**config.mk**
```make
export PLATFORM = sky130hd
export DESIGN_NAME = memory_access_stage_flat
export DESIGN_NICKNAME = d
export VERILOG_FILES = /design/src/rtl/memory_access_stage_pkg.sv /design/src/rtl/inst_packet_if.sv /design/src/rtl/mem_lane_align.sv /design/src/rtl/memory_access_stage.sv /design/src/flat_wrapper.sv
export SDC_FILE = /design/constraint.sdc
export NUM_CORES = 1
export LEC_CHECK = 0
export BUFFER_PORTS_ARGS = -buffer_cell sky130_fd_sc_hd__buf_2
export CAP_MARGIN = 25
export CORE_ASPECT_RATIO = 0.8
export CORE_MARGIN = 2
export CORE_UTILIZATION = 24
export CTS_CLUSTER_DIAMETER = 200
export DETAILED_ROUTE_END_ITERATION = 10
export PLACE_DENSITY = 0.4
export SKIP_CTS_REPAIR_TIMING = 1
export SLEW_MARGIN = 5
export SYNTH_ARGS = -nofsm -noshare
export SYNTH_HDL_FRONTEND = slang
export SYNTH_SLANG_ARGS = --single-unit
export TNS_END_PERCENT = 20
```
**constraint.sdc**
```tcl
create_clock -name i_clk -period 47.3 [get_ports i_clk]
set_input_delay 4.73 -clock i_clk [delete_from_list [all_inputs] [get_ports i_clk]]
set_output_delay 4.73 -clock i_clk [all_outputs]
set_load 0.02 [all_outputs]
```
**src/rtl/memory_access_stage_pkg.sv**
```systemverilog
// Shared types for the memory-access stage: micro-op memory fields, packet layout,
// trap causes and the stage FSM encoding.
// Pure type/constant package; no logic, no latency, no flow control.
package memory_access_stage_pkg;

  localparam int WORD_W = 32;

  typedef logic [WORD_W-1:0] word_t;

  typedef enum logic [1:0] {
    NONE  = 2'd0,
    LOAD  = 2'd1,
    STORE = 2'd2
  } mem_op_e;

  typedef enum logic [1:0] {
    BYTE = 2'd0,
    HALF = 2'd1,
    WORD = 2'd2
  } mem_size_e;

  // Encodings follow the RISC-V mcause exception numbering.
  typedef enum logic [3:0] {
    INST_ADDR_MISALIGNED  = 4'd0,
    ILLEGAL_INST          = 4'd2,
    BREAKPOINT            = 4'd3,
    LOAD_ADDR_MISALIGNED  = 4'd4,
    STORE_ADDR_MISALIGNED = 4'd6
  } trap_cause_e;

  typedef enum logic [2:0] {
    IDLE      = 3'd0,
    REQ       = 3'd1,
    WAIT      = 3'd2,
    RESP      = 3'd3,
    REQ_DROP  = 3'd4,
    WAIT_DROP = 3'd5
  } mem_stage_state_e;

  typedef struct packed {
    mem_op_e   mem_op;
    mem_size_e mem_size;
    logic      mem_unsigned;
    logic      rd_we;
    logic [4:0] rd;
  } uop_st;

  typedef struct packed {
    word_t r_data_1;
    word_t r_data_2;
  } regfile_r_resp_st;

  typedef struct packed {
    logic        valid;
    trap_cause_e cause;
    word_t       tval;
  } trap_st;

  typedef struct packed {
    word_t            pc;
    uop_st            uop;
    regfile_r_resp_st regfile_r_resp;
    word_t            alu_result;
    word_t            load_data;
    trap_st           trap;
  } inst_packet_st;

  function automatic logic is_mem_op(input mem_op_e op);
    return (op == LOAD) || (op == STORE);
  endfunction

endpackage

```
**src/rtl/inst_packet_if.sv**
```systemverilog
// Valid/ready channel carrying one instruction packet between pipeline stages.
// No storage, zero latency; transfer happens on a cycle where valid && ready.
// Modport in: consumer side (drives ready). Modport out: producer side (drives valid, packet).
interface inst_packet_if;

  logic                                  valid;
  logic                                  ready;
  memory_access_stage_pkg::inst_packet_st inst_packet;

  modport in  (input  valid, input  inst_packet, output ready);
  modport out (output valid, output inst_packet, input  ready);

endinterface

```
**src/rtl/mem_lane_align.sv**
```systemverilog
// Byte-lane steering for the data bus: store replication + byte enables, load
// extraction + sign/zero extension, and alignment check. Purely combinational,
// no backpressure.
// Ports: i_addr_lo (addr[1:0]), i_size, i_unsigned, i_store_data, i_rdata ->
//        o_wdata, o_be, o_load_data, o_misaligned.
module mem_lane_align
  import memory_access_stage_pkg::*;
(
  input  logic [1:0] i_addr_lo,
  input  mem_size_e  i_size,
  input  logic       i_unsigned,
  input  word_t      i_store_data,
  input  word_t      i_rdata,
  output word_t      o_wdata,
  output logic [3:0] o_be,
  output word_t      o_load_data,
  output logic       o_misaligned
);

  word_t w_shifted;

  // Bring the addressed byte lane down to bit 0 before truncation.
  assign w_shifted = i_rdata >> {i_addr_lo, 3'b000};

  always_comb begin
    o_wdata      = i_store_data;
    o_be         = 4'b1111;
    o_load_data  = w_shifted;
    o_misaligned = 1'b0;
    case (i_size)
      BYTE: begin
        o_wdata     = {4{i_store_data[7:0]}};
        o_be        = 4'b0001 << i_addr_lo;
        o_load_data = {{24{w_shifted[7] & ~i_unsigned}}, w_shifted[7:0]};
      end
      HALF: begin
        o_wdata      = {2{i_store_data[15:0]}};
        o_be         = 4'b0011 << {i_addr_lo[1], 1'b0};
        o_load_data  = {{16{w_shifted[15] & ~i_unsigned}}, w_shifted[15:0]};
        o_misaligned = i_addr_lo[0];
      end
      default: begin
        o_misaligned = |i_addr_lo;
      end
    endcase
  end

endmodule

```
**src/rtl/memory_access_stage.sv**
```systemverilog
// Memory-access pipeline stage: issues one data-bus transaction at a time and
// forwards packets to writeback through a one-entry output register.
// Latency: pass-through 1 cycle; memory op 3 cycles with immediate gnt and rvalid one cycle later.
// Backpressure: execute ready only in IDLE with the output slot free or draining and no stall.
// Ports: i_clk, i_rst (sync, active-high), i_flush, i_stall, if_execute_in, if_writeback_out,
//        o_dmem_req/we/addr/wdata/be, i_dmem_gnt, i_dmem_rvalid, i_dmem_rdata.
module memory_access_stage
  import memory_access_stage_pkg::*;
#(
  parameter int XLEN = 32  // must equal $bits(word_t)
) (
  input  logic            i_clk,
  input  logic            i_rst,
  input  logic            i_flush,
  input  logic            i_stall,
  inst_packet_if.in       if_execute_in,
  inst_packet_if.out      if_writeback_out,
  output logic            o_dmem_req,
  output logic            o_dmem_we,
  output logic [XLEN-1:0] o_dmem_addr,
  output logic [XLEN-1:0] o_dmem_wdata,
  output logic [3:0]      o_dmem_be,
  input  logic            i_dmem_gnt,
  input  logic            i_dmem_rvalid,
  input  logic [XLEN-1:0] i_dmem_rdata
);

  mem_stage_state_e r_state;
  mem_stage_state_e w_state_next;

  inst_packet_st r_work;
  inst_packet_st r_out;
  logic          r_out_valid;

  inst_packet_st w_in_pkt;
  inst_packet_st w_pass_pkt;
  inst_packet_st w_resp_pkt;
  inst_packet_st w_out_dat;
  inst_packet_st w_work_dat;
  logic          w_out_load;
  logic          w_work_load;
  logic          w_out_valid_next;

  logic w_in_hs;
  logic w_out_hs;
  logic w_out_free;
  logic w_in_is_mem;
  logic w_accept_mem;
  logic w_accept_pass;

  logic [1:0] w_al_addr_lo;
  mem_size_e  w_al_size;
  logic       w_al_unsigned;
  word_t      w_al_wdata;
  logic [3:0] w_al_be;
  word_t      w_al_load_data;
  logic       w_al_misaligned;

  assign w_in_pkt = if_execute_in.inst_packet;

  // ---------------------------------------------------------------------------
  // Handshakes
  // ---------------------------------------------------------------------------
  assign w_out_hs   = r_out_valid && if_writeback_out.ready;
  assign w_out_free = !r_out_valid || w_out_hs;

  assign if_execute_in.ready = (r_state == IDLE) && w_out_free && !i_stall;
  assign w_in_hs             = if_execute_in.valid && if_execute_in.ready;

  assign w_in_is_mem   = is_mem_op(w_in_pkt.uop.mem_op);
  assign w_accept_mem  = w_in_hs && w_in_is_mem && !w_al_misaligned;
  assign w_accept_pass = w_in_hs && !(w_in_is_mem && !w_al_misaligned);

  // ---------------------------------------------------------------------------
  // Lane aligner. In IDLE it looks at the incoming packet (only the alignment
  // check matters there, the bus is idle); otherwise at the held work packet,
  // which keeps the bus fields stable while req waits for gnt.
  // ---------------------------------------------------------------------------
  assign w_al_addr_lo  = (r_state == IDLE) ? w_in_pkt.alu_result[1:0] : r_work.alu_result[1:0];
  assign w_al_size     = (r_state == IDLE) ? w_in_pkt.uop.mem_size    : r_work.uop.mem_size;
  assign w_al_unsigned = (r_state == IDLE) ? w_in_pkt.uop.mem_unsigned : r_work.uop.mem_unsigned;

  mem_lane_align u_lane_align (
    .i_addr_lo    (w_al_addr_lo),
    .i_size       (w_al_size),
    .i_unsigned   (w_al_unsigned),
    .i_store_data (r_work.regfile_r_resp.r_data_2),
    .i_rdata      (i_dmem_rdata),
    .o_wdata      (w_al_wdata),
    .o_be         (w_al_be),
    .o_load_data  (w_al_load_data),
    .o_misaligned (w_al_misaligned)
  );

  assign o_dmem_we    = (r_work.uop.mem_op == STORE);
  assign o_dmem_addr  = {r_work.alu_result[XLEN-1:2], 2'b00};
  assign o_dmem_wdata = w_al_wdata;
  assign o_dmem_be    = w_al_be;

  // Packet leaving without a bus access; a misaligned memory op picks up its trap here.
  always_comb begin
    w_pass_pkt = w_in_pkt;
    if (w_in_is_mem && w_al_misaligned) begin
      w_pass_pkt.trap.valid = 1'b1;
      w_pass_pkt.trap.cause = (w_in_pkt.uop.mem_op == STORE) ? STORE_ADDR_MISALIGNED
                                                            : LOAD_ADDR_MISALIGNED;
      w_pass_pkt.trap.tval  = w_in_pkt.alu_result;
    end
  end

  // Completed work packet; stores leave load_data untouched and ignore rdata.
  always_comb begin
    w_resp_pkt = r_work;
    if (r_work.uop.mem_op == LOAD) begin
      w_resp_pkt.load_data = w_al_load_data;
    end
  end

  // ---------------------------------------------------------------------------
  // FSM: state register
  // ---------------------------------------------------------------------------
  always_ff @(posedge i_clk) begin
    if (i_rst) begin
      r_state     <= IDLE;
      r_out_valid <= 1'b0;
    end else begin
      r_state     <= w_state_next;
      r_out_valid <= w_out_valid_next;
    end
  end

  // Packet payload registers carry no reset; only the valid/state bits matter.
  always_ff @(posedge i_clk) begin
    if (w_work_load) begin
      r_work <= w_work_dat;
    end
    if (w_out_load) begin
      r_out <= w_out_dat;
    end
  end

  // ---------------------------------------------------------------------------
  // FSM: next state
  // ---------------------------------------------------------------------------
  always_comb begin
    w_state_next = r_state;
    if (i_flush) begin
      // A request already on the bus must still be granted and answered;
      // the drop states absorb that without forwarding anything.
      case (r_state)
        IDLE, RESP:      w_state_next = IDLE;
        REQ, REQ_DROP:   w_state_next = i_dmem_gnt ? WAIT_DROP : REQ_DROP;
        WAIT, WAIT_DROP: w_state_next = i_dmem_rvalid ? IDLE : WAIT_DROP;
        default:         w_state_next = IDLE;
      endcase
    end else begin
      case (r_state)
        IDLE:      if (w_accept_mem)  w_state_next = REQ;
        REQ:       if (i_dmem_gnt)    w_state_next = WAIT;
        WAIT:      if (i_dmem_rvalid) w_state_next = w_out_free ? IDLE : RESP;
        RESP:      if (w_out_free)    w_state_next = IDLE;
        REQ_DROP:  if (i_dmem_gnt)    w_state_next = WAIT_DROP;
        WAIT_DROP: if (i_dmem_rvalid) w_state_next = IDLE;
        default:                      w_state_next = IDLE;
      endcase
    end
  end

  // ---------------------------------------------------------------------------
  // FSM: outputs and register load enables
  // ---------------------------------------------------------------------------
  always_comb begin
    o_dmem_req       = (r_state == REQ) || (r_state == REQ_DROP);
    w_out_load       = 1'b0;
    w_out_dat        = w_pass_pkt;
    w_work_load      = 1'b0;
    w_work_dat       = w_in_pkt;
    w_out_valid_next = r_out_valid && !w_out_hs;
    if (i_flush) begin
      w_out_valid_next = 1'b0;
    end else begin
      case (r_state)
        IDLE: begin
          if (w_accept_mem) begin
            w_work_load = 1'b1;
            w_work_dat  = w_in_pkt;
          end else if (w_accept_pass) begin
            w_out_load       = 1'b1;
            w_out_dat        = w_pass_pkt;
            w_out_valid_next = 1'b1;
          end
        end
        WAIT: begin
          // The accept rule normally leaves the output slot empty by the time
          // the response returns; RESP only covers the case where it is not.
          if (i_dmem_rvalid) begin
            if (w_out_free) begin
              w_out_load       = 1'b1;
              w_out_dat        = w_resp_pkt;
              w_out_valid_next = 1'b1;
            end else begin
              w_work_load = 1'b1;
              w_work_dat  = w_resp_pkt;
            end
          end
        end
        RESP: begin
          if (w_out_free) begin
            w_out_load       = 1'b1;
            w_out_dat        = r_work;
            w_out_valid_next = 1'b1;
          end
        end
        default: ;
      endcase
    end
  end

  assign if_writeback_out.valid       = r_out_valid;
  assign if_writeback_out.inst_packet = r_out;

endmodule

```
**src/flat_wrapper.sv**
```systemverilog
// flat-port wrapper written by rule: the top's interface ports become plain ports
module memory_access_stage_flat import memory_access_stage_pkg::*;
#(
  parameter int XLEN = 32                             
)
  (i_clk, i_rst, i_flush, i_stall, o_dmem_req, o_dmem_we, o_dmem_addr, o_dmem_wdata, o_dmem_be, i_dmem_gnt, i_dmem_rvalid, i_dmem_rdata, if_execute_in_valid, if_execute_in_inst_packet, if_execute_in_ready, if_writeback_out_valid, if_writeback_out_inst_packet, if_writeback_out_ready);
  inst_packet_if if_execute_in_i ();
  inst_packet_if if_writeback_out_i ();
  input  logic i_clk;
  input  logic i_rst;
  input  logic i_flush;
  input  logic i_stall;
  output logic o_dmem_req;
  output logic o_dmem_we;
  output logic [XLEN-1:0] o_dmem_addr;
  output logic [XLEN-1:0] o_dmem_wdata;
  output logic [3:0] o_dmem_be;
  input  logic i_dmem_gnt;
  input  logic i_dmem_rvalid;
  input  logic [XLEN-1:0] i_dmem_rdata;
  input wire logic [$bits(if_execute_in_i.valid)-1:0] if_execute_in_valid;
  input wire logic [$bits(if_execute_in_i.inst_packet)-1:0] if_execute_in_inst_packet;
  output wire logic [$bits(if_execute_in_i.ready)-1:0] if_execute_in_ready;
  output wire logic [$bits(if_writeback_out_i.valid)-1:0] if_writeback_out_valid;
  output wire logic [$bits(if_writeback_out_i.inst_packet)-1:0] if_writeback_out_inst_packet;
  input wire logic [$bits(if_writeback_out_i.ready)-1:0] if_writeback_out_ready;
  assign if_execute_in_i.valid = if_execute_in_valid;
  assign if_execute_in_i.inst_packet = if_execute_in_inst_packet;
  assign if_execute_in_ready = if_execute_in_i.ready;
  assign if_writeback_out_valid = if_writeback_out_i.valid;
  assign if_writeback_out_inst_packet = if_writeback_out_i.inst_packet;
  assign if_writeback_out_i.ready = if_writeback_out_ready;
  memory_access_stage #(.XLEN(XLEN)) u_core (.i_clk(i_clk), .i_rst(i_rst), .i_flush(i_flush), .i_stall(i_stall), .if_execute_in(if_execute_in_i), .if_writeback_out(if_writeback_out_i), .o_dmem_req(o_dmem_req), .o_dmem_we(o_dmem_we), .o_dmem_addr(o_dmem_addr), .o_dmem_wdata(o_dmem_wdata), .o_dmem_be(o_dmem_be), .i_dmem_gnt(i_dmem_gnt), .i_dmem_rvalid(i_dmem_rvalid), .i_dmem_rdata(i_dmem_rdata));
endmodule
```
==> results.rst, run 1 <==
.. list-table::
   :header-rows: 1

   * - Metric
     - Value
   * - Standard cell with the maximum stage delay on the critical path
     - sky130_fd_sc_hd__buf_4
   * - Power per standard cell area
     - 36.31 nW/um2
   * - Series of cell instances along the critical path
     - buf_2 -> mux2i_4 -> buf_4 -> nor2b_1 -> o21ai_0 -> buf_2
   * - Post-detailed-route DRC marker count
     - 0
   * - Type of the tightest min-delay check
     - flop to flop
   * - Effective utilization at floorplan
     - 24.25%
   * - Count of nets after finishing
     - 2407
   * - Num Clock Sinks
     - 420
   * - Initial DRC count
     - 1162
   * - Bufs on Longest Clock Path
     - 3
   * - Outcome
     - completed
   * - Lkg Pwr
     - 9.797 nW
   * - Largest voltage drop on the vdd net
     - 0.00001856 V
   * - Area enclosed by the die boundary
     - 83780 um2
   * - Via density per instance
     - 4.393
   * - Relative slew margins
     - 32.48%
   * - Row count
     - 93
   * - Most area-consuming cells after synthesis
     - sky130_fd_sc_hd__edfxtp_1 (64%), sky130_fd_sc_hd__nand2_1 (10%), sky130_fd_sc_hd__and2_1 (5.6%)
   * - Final worst slack
     - 36.25 ns
   * - Clock tree root driver cell
     - sky130_fd_sc_hd__clkbuf_16
   * - Final number of max-transition violations
     - 0
   * - Finished layout cell area
     - 24470 um2
   * - Cell type contributing the most total cell area after synthesis
     - sky130_fd_sc_hd__edfxtp_1
   * - Startpoint kind of the worst setup timing path
     - primary input
   * - Final RePlAce weighted congestion
     - 0.8340
   * - Final Hold Viols
     - 0
   * - Number of different library cells in the post-synthesis netlist
     - 66
   * - Sum of routed wire length over all layers
     - 67.50 mm
   * - Average instance area after synthesis
     - 11.48 um2
   * - Critical path arrival
     - 6.32 ns
   * - Area of combinational cells with multiple inputs
     - 6147 um2
   * - Fraction of final layout cells sized beyond drive strength 1
     - 30.40%
   * - RSZ-0062 raised after global routing
     - no
   * - Number of max-cap violations
     - 0
   * - Post-DR wirelength/cell
     - 20.51 um
   * - Number of enable-type register cells in the synthesized netlist
     - 416
   * - Storage cell area
     - 12570 um2
   * - GRT Resource Usage Total
     - 15.45%
   * - Number of buffers created by CTS
     - 48
   * - Insertion delay to the later sink of the worst-skew pair
     - 0.59 ns
   * - CTS tree
     - done
   * - DP Wirelength
     - 46.36 mm
   * - Number of global-route vias before repair
     - 14345
   * - Most used flip-flop cell after synthesis
     - sky130_fd_sc_hd__edfxtp_1
   * - Sequential element share of the synthesized area
     - 64.30%
   * - Type of element capturing the critical path
     - output port
   * - First-pass GRT wire length
     - 96.61 mm
   * - Height of the die
     - 259.3 um
   * - Growth of design area from synthesis to finish
     - 25.15%
   * - Initial antenna violation count
     - 16
   * - Post-DRT Antenna Nets
     - 0
   * - Number of levels the H-tree was split into
     - 2
   * - Class of the most critical setup path
     - primary input to output port
   * - Seq cells post-synth
     - 420
   * - Setup TNS
     - 0 ns
   * - Proportion of netlist area held by the largest area contributor
     - 63.89%
   * - Asr flop ratio synth
     - 0%
   * - Crit-path most repeated cell
     - sky130_fd_sc_hd__buf_2
   * - I/O pins
     - 528
   * - Die width
     - 323.1 um
   * - Area of the mapped netlist
     - 19550 um2
   * - Pin count of the biggest net entering global routing
     - 94
   * - Number of setup violations in the final report
     - 0
   * - Filler cell count in the final layout
     - 8461
   * - Instance count of the mapped netlist
     - 1703
   * - Actual transition at the worst max-transition pin
     - 1.013 ns
   * - FMAX
     - 90.47 MHz
   * - Total number of vias
     - 14456
   * - Clock skew
     - 0.01723 ns
   * - Maximum cell stage delay along the critical path
     - 0.47 ns
   * - Number of warnings printed during yosys synthesis
     - 0
   * - Port-buffer cells
     - 525
   * - Clk slew on worst S/H paths
     - 0.05 ns
   * - GRT overflow
     - 0
   * - Hold slack final
     - 0.5056 ns
   * - Time the worst path needs with I/O delays and setup
     - 11.05 ns
   * - Share of the cycle needed by the critical path after routing
     - 23.37%
   * - Crit Path Max Fanout
     - 32
   * - Instance area after placement
     - 23000 um2
   * - CP Data Required Time
     - 42.57 ns
   * - Worst slack at placement
     - 36.29 ns
   * - Total core area
     - 80640 um2
   * - Total iterations of the first detailed-routing run
     - 6
==> critical path, delay by kind of cell <==
kind | cells | cell delay [ns]
multiplexers | 1 | 0.19
AO/OA/AOI/OAI | 1 | 0.32
AND/OR/NAND/NOR | 1 | 0.12
buffers and inverters | 3 | 0.92
==> cells by family after synthesis <==
family | count (synthesis) | share of synthesized area [%]
DFF | 420 | 64.30
muxes | 92 | 5.203
other | 1 | 0.01918
and+or+nand+nor | 801 | 18.46
AOI/OAI and AO/OA | 214 | 7.462
adders and majority gates | 1 | 0.06399
xor gates and xnor gates | 1 | 0.04481
buffers and inverters | 173 | 4.441
==> sequential cells by signal (all words and copies together), names as in the netlist <==
register and cells:
u_core.r_work 178, u_core.o_dmem_addr 30, u_core.r_state 3, u_core.if_writeback_out.inst_packet 208, u_core.if_writeback_out.valid 1
==> worst paths after layout <==
check	depth (start not counted)	endpoint	slack (ns)	startpoint
min reg2reg	2	u_core.if_writeback_out.inst_packet[151]$_DFFE_PP_	0.51	u_core.r_work[151]$_DFFE_PP_
min	2	u_core.if_writeback_out.inst_packet[151]$_DFFE_PP_	0.51	u_core.r_work[151]$_DFFE_PP_
max	6	o_dmem_be[0]	36.25	if_execute_in_inst_packet[69]
max reg2reg	7	u_core.r_work[126]$_DFFE_PP_	42.41	u_core.r_state[2]$_SDFFE_PP0P_
==> layout by cell type (no fill, tap or decap), types with 12 or more instances in the layout <==
cell type / n
sky130_fd_sc_hd__nand2_1: 519
sky130_fd_sc_hd__and2_1: 176
sky130_fd_sc_hd__inv_1: 27
sky130_fd_sc_hd__o21ai_0: 58
sky130_fd_sc_hd__clkbuf_16: 49
sky130_fd_sc_hd__mux2i_1: 71
sky130_fd_sc_hd__a21oi_1: 56
sky130_fd_sc_hd__buf_4: 25
sky130_fd_sc_hd__nor2_1: 56
sky130_fd_sc_hd__buf_2: 525
sky130_fd_sc_hd__a222oi_1: 23
sky130_fd_sc_hd__mux2_2: 13
sky130_fd_sc_hd__o21ai_1: 27
sky130_fd_sc_hd__edfxtp_1: 416
sky130_fd_sc_hd__clkinv_1: 12
==> report_power, final <==
part / leakage (nW) / internal, mW / switching, mW
sequential: 3.80 / 0.422 / 0.00419
clock: 0.708 / 0.204 / 0.155
combinational: 5.29 / 0.0376 / 0.0649
==> per-layer routing <==
metal  vias to the layer above  wire length [um]  track usage (%)
met1                      7056             29570            20.25
met4                        22              1363            4.121
met3                        96              5416            4.946
li1                       6829                 -                -
met2                       453             31020            24.52
met5                         -               131           0.2279
==> Yosys cell counts, types with 11 or more instances <==
cell and instances:
sky130_fd_sc_hd__clkbuf_1 85, sky130_fd_sc_hd__o21ai_0 58, sky130_fd_sc_hd__mux2_2 13, sky130_fd_sc_hd__a222oi_1 23, sky130_fd_sc_hd__and2_1 176, sky130_fd_sc_hd__nor2_1 58
sky130_fd_sc_hd__o21ai_1 27, sky130_fd_sc_hd__nand3_1 11, sky130_fd_sc_hd__mux2i_1 72, sky130_fd_sc_hd__inv_1 27, sky130_fd_sc_hd__nand2_1 520, sky130_fd_sc_hd__edfxtp_1 416
sky130_fd_sc_hd__buf_4 44, sky130_fd_sc_hd__a21oi_1 56
==> stage by stage <==
stage / total power, mW / cells / utilization [%]
2_1_floorplan: 0.5008 / 1704 / -
3_3_place_gp: 0.5368 / 3200 / 28.52
3_5_place_dp: 0.5380 / 3200 / 28.52
4_1_cts: 0.9042 / 3283 / 30.32
5_1_grt: 0.9259 / 3285 / 30.32
6_report: 0.8883 / 3291 / 30.34
==> final cells by class <==
cell class              instances  area share, %
diodes                          8        0.08182
multi-input cells            1111          25.12
well taps                    1092          5.584
clock buffers                  59          5.165
inverters                      27         0.4142
repair buffers                550          11.51
flip-flops and latches        420          51.38
clock inverters                24         0.7466
Note: power is estimated with default switching activity, not from simulation.
==> run 2, diff against run 1 <==
- ABC_AREA: not set -> 1
- PLACE_DENSITY: 0.4 -> 0.41
- clock period: 47.3 -> 9 ns (I/O delays scaled with it)
==> run 2 against run 1 <==
Compared with the run above:
- design area increased by 3.5%
- setup slack worse by 32 ns
- utilization hardly changed
- clock power grew to 6.0 times the previous value
- critical path depth is 5 higher
- register-to-register slack worse by 38 ns
- wire length shrank 1.6%
- via count up 4.6%
- synthesized cell count rose by 15%
- first-iteration DRC count shrank 22%
- highest routed layer unchanged
==> results.rst, run 2 <==
.. list-table::
   :header-rows: 1

   * - Metric
     - Value
   * - Port-buffer cells
     - 525
   * - Growth of design area from synthesis to finish
     - 25.61%
   * - Initial DRC count
     - 911
   * - Number of max-cap violations
     - 0
   * - Seq cells post-synth
     - 420
   * - Sum of routed wire length over all layers
     - 66.40 mm
   * - Number of levels the H-tree was split into
     - 2
   * - Placed cell count
     - 3471
   * - Effective utilization at floorplan
     - 24.12%
   * - Type of element capturing the critical path
     - flop
   * - GRT overflow
     - 0
   * - FMAX
     - 215.0 MHz
   * - Area enclosed by the die boundary
     - 86330 um2
   * - Final Hold Viols
     - 0
   * - Depth of the worst register-to-register path
     - 11
   * - Die width
     - 328 um
   * - Outcome
     - completed
   * - Number of buffers created by CTS
     - 49
   * - Startpoint kind of the worst setup timing path
     - flop
   * - Height of the die
     - 263.2 um
   * - Asr flop ratio synth
     - 0%
   * - Number of setup violations in the final report
     - 0
   * - Top cell types by occurrence after synthesis
     - sky130_fd_sc_hd__nand2_1 (454), sky130_fd_sc_hd__edfxtp_1 (416), sky130_fd_sc_hd__inv_1 (288)
   * - First-pass GRT wire length
     - 98.12 mm
   * - Cell type contributing the most total cell area after synthesis
     - sky130_fd_sc_hd__edfxtp_1
   * - CTS tree
     - done
   * - Lkg Pwr
     - 10.86 nW
   * - Actual transition at the worst max-transition pin
     - 1.039 ns
   * - Row count
     - 95
   * - I/O pins
     - 528
   * - Clock skew
     - 0.02205 ns
   * - Via density per instance
     - 4.238
   * - Area of the mapped netlist
     - 20160 um2
   * - Non-filler cells, final
     - 3568
   * - Reg2reg setup slack
     - 4.35 ns
   * - GRT Resource Usage Total
     - 14.96%
   * - Pin count of the biggest net entering global routing
     - 146
   * - Total core area
     - 83560 um2
   * - Total number of vias
     - 15121
   * - Share of the cycle needed by the critical path after routing
     - 51.68%
   * - Type of the tightest min-delay check
     - primary input to flop
   * - Proportion of netlist area held by the largest area contributor
     - 61.98%
   * - Clk slew on worst S/H paths
     - 0.06 ns
   * - Critical path arrival
     - 4.89 ns
   * - Reg-to-reg endpoint
     - u_core.r_work[0]$_DFFE_PP_
   * - Number of global-route vias before repair
     - 15181
   * - Sequential element share of the synthesized area
     - 62.38%
   * - Largest register FFs
     - 208
   * - Total iterations of the first detailed-routing run
     - 5
   * - Final number of max-transition violations
     - 0
   * - Fraction of final layout cells sized beyond drive strength 1
     - 28.65%
   * - Most used flip-flop cell after synthesis
     - sky130_fd_sc_hd__edfxtp_1
   * - Launch point of the worst path
     - u_core.r_state[0]$_SDFFE_PP0P_
   * - Instance count of the mapped netlist
     - 1951
   * - Post-DR wirelength/cell
     - 18.61 um
   * - Most frequently used cell type in the post-synthesis netlist
     - sky130_fd_sc_hd__nand2_1
   * - Most used cells in the layout excluding fill and tap cells
     - sky130_fd_sc_hd__buf_2 (525), sky130_fd_sc_hd__nand2_1 (454), sky130_fd_sc_hd__edfxtp_1 (416), sky130_fd_sc_hd__inv_1 (287), sky130_fd_sc_hd__nor2_1 (195)
   * - Critical register-to-register path startpoint
     - u_core.r_state[0]$_SDFFE_PP0P_
   * - Most area-consuming cells after synthesis
     - sky130_fd_sc_hd__edfxtp_1 (62%), sky130_fd_sc_hd__nand2_1 (8.5%), sky130_fd_sc_hd__inv_1 (5.4%)
   * - Termination of the worst setup path
     - u_core.r_work[0]$_DFFE_PP_
   * - Power per standard cell area
     - 220.5 nW/um2
   * - Series of cell instances along the critical path
     - nor2_4 -> nand3_1 -> nand2_2 -> nand2_1 -> nand2_1 -> nand4_1 -> a21oi_4 -> buf_16 -> nand2_1 -> inv_8 -> buf_12
   * - Bufs on Longest Clock Path
     - 3
   * - Worst hold path stage count
     - 2
   * - CP Data Required Time
     - 9.24 ns
   * - Post-detailed-route DRC marker count
     - 0
   * - Average instance area after synthesis
     - 10.33 um2
   * - Final RePlAce weighted congestion
     - 0.8279
   * - RSZ-0062 raised after global routing
     - no
   * - Number of warnings printed during yosys synthesis
     - 0
   * - Number of different library cells in the post-synthesis netlist
     - 39
   * - Relative slew margins
     - 30.77%
   * - Maximum cell stage delay along the critical path
     - 0.56 ns
   * - Standard cell with the maximum stage delay on the critical path
     - sky130_fd_sc_hd__a21oi_4
   * - Count of nets after finishing
     - 2657
   * - Crit Path Max Fanout
     - 103
   * - Most common cell after layout, fill and taps aside
     - sky130_fd_sc_hd__buf_2
   * - Crit-path most repeated cell
     - sky130_fd_sc_hd__nand2_1
   * - Num Clock Sinks
     - 420
   * - Time the worst path needs with I/O delays and setup
     - 4.651 ns
   * - Clock tree root driver cell
     - sky130_fd_sc_hd__clkbuf_16
   * - Insertion delay to the later sink of the worst-skew pair
     - 0.61 ns
   * - Class of the most critical setup path
     - flop to flop
   * - Initial antenna violation count
     - 12
   * - DP Wirelength
     - 46.59 mm
   * - Post-DRT Antenna Nets
     - 0
   * - Largest voltage drop on the vdd net
     - 0.0001092 V
   * - Number of enable-type register cells in the synthesized netlist
     - 416
   * - Setup TNS
     - 0 ns
run 2: cell count changes after synthesis, moves of 17 or more:
cell | previous run | this run
sky130_fd_sc_hd__nand3_1 | 11 | 88
sky130_fd_sc_hd__mux2_2 | 13 | 43
sky130_fd_sc_hd__inv_1 | 27 | 288
sky130_fd_sc_hd__clkbuf_1 | 85 | 40
sky130_fd_sc_hd__nor2_1 | 58 | 196
sky130_fd_sc_hd__and2_1 | 176 | 1
sky130_fd_sc_hd__mux2_1 | 0 | 65
sky130_fd_sc_hd__mux2i_1 | 72 | 0
sky130_fd_sc_hd__a222oi_1 | 23 | 0
sky130_fd_sc_hd__nand2_1 | 520 | 454
sky130_fd_sc_hd__a21oi_1 | 56 | 22
sky130_fd_sc_hd__o221ai_1 | 0 | 31
sky130_fd_sc_hd__o21ai_0 | 58 | 114
sky130_fd_sc_hd__o211ai_1 | 3 | 20
run 2: layout make-up:
| cell class | instances | area (um2) |
|---|---|---|
| inverter | 299 | 1130 |
| timing repair buffer | 539 | 2798 |
| fill | 8739 | 58240 |
| clock inverter | 36 | 460.4 |
| multi-input combinational | 1099 | 5703 |
| clock buffer | 54 | 1245 |
| sequential | 420 | 12570 |
| antenna | 6 | 15.01 |
| tap | 1115 | 1395 |
run 2: stage by stage:
step	total power, mW	utilization [%]	worst slack (ns)	hold WS [ns]	instance area (um2)
after floorplan	3.095	-	0.7555	0.4750	20170
after global placement	3.462	28.17	3.468	0.4897	23540
after detailed placement	3.471	28.21	3.881	0.5030	23570
after CTS	5.681	30.25	4.270	0.4241	25280
after global routing	5.849	30.28	3.935	0.4625	25310
final	5.582	30.30	4.349	0.4731	25320
run 2: worst max-delay path, delay by kind of cell (launching register included):
family / cells / cell delay [ns]
flops: 1 / 0.38
compound gates: 1 / 0.56
simple gates: 7 / 1.87
buf+inv: 3 / 1.08
run 2: kinds of logic (layout without fill, tap and decap cells):
logic type      after synthesis  in the layout  share of synthesized area, %
fa+ha+maj                     1              1                       0.06207
mux                         108            108                         6.034
flops                       420            420                         62.38
other cells                   1              8                       0.01861
compound gates              218            218                         6.475
simple gates                770            770                         15.41
buf+inv                     433            928                         9.622
run 2: worst min path at each step:
stage	slack [ns]	startpoint	to
global placement	0.49	u_core.r_state[2]$_SDFFE_PP0P_	u_core.r_state[2]$_SDFFE_PP0P_
CTS	0.42	i_rst	u_core.r_state[2]$_SDFFE_PP0P_
finish	0.47	i_rst	u_core.r_state[2]$_SDFFE_PP0P_
floorplan	0.48	u_core.r_state[2]$_SDFFE_PP0P_	u_core.r_state[2]$_SDFFE_PP0P_
detailed placement	0.50	u_core.r_state[2]$_SDFFE_PP0P_	u_core.r_state[2]$_SDFFE_PP0P_
global route	0.46	i_rst	u_core.r_state[2]$_SDFFE_PP0P_
run 2: where the power goes:
group / switching [mW] / internal, mW / total (mW)
Combinational: 0.747 / 0.308 / 1.06
Clock: 0.881 / 1.29 / 2.17
Sequential: 0.0377 / 2.32 / 2.36
run 2: layer usage:
layer | vias up | share of wire [%] | track usage (%)
met3 | 108 | 8.0 | 4.363
met5 | - | 0.12 | 0
met4 | 12 | 2.4 | 4.166
met1 | 7139 | 44 | 19.86
li1 | 7361 | - | -
met2 | 501 | 45 | 23.63
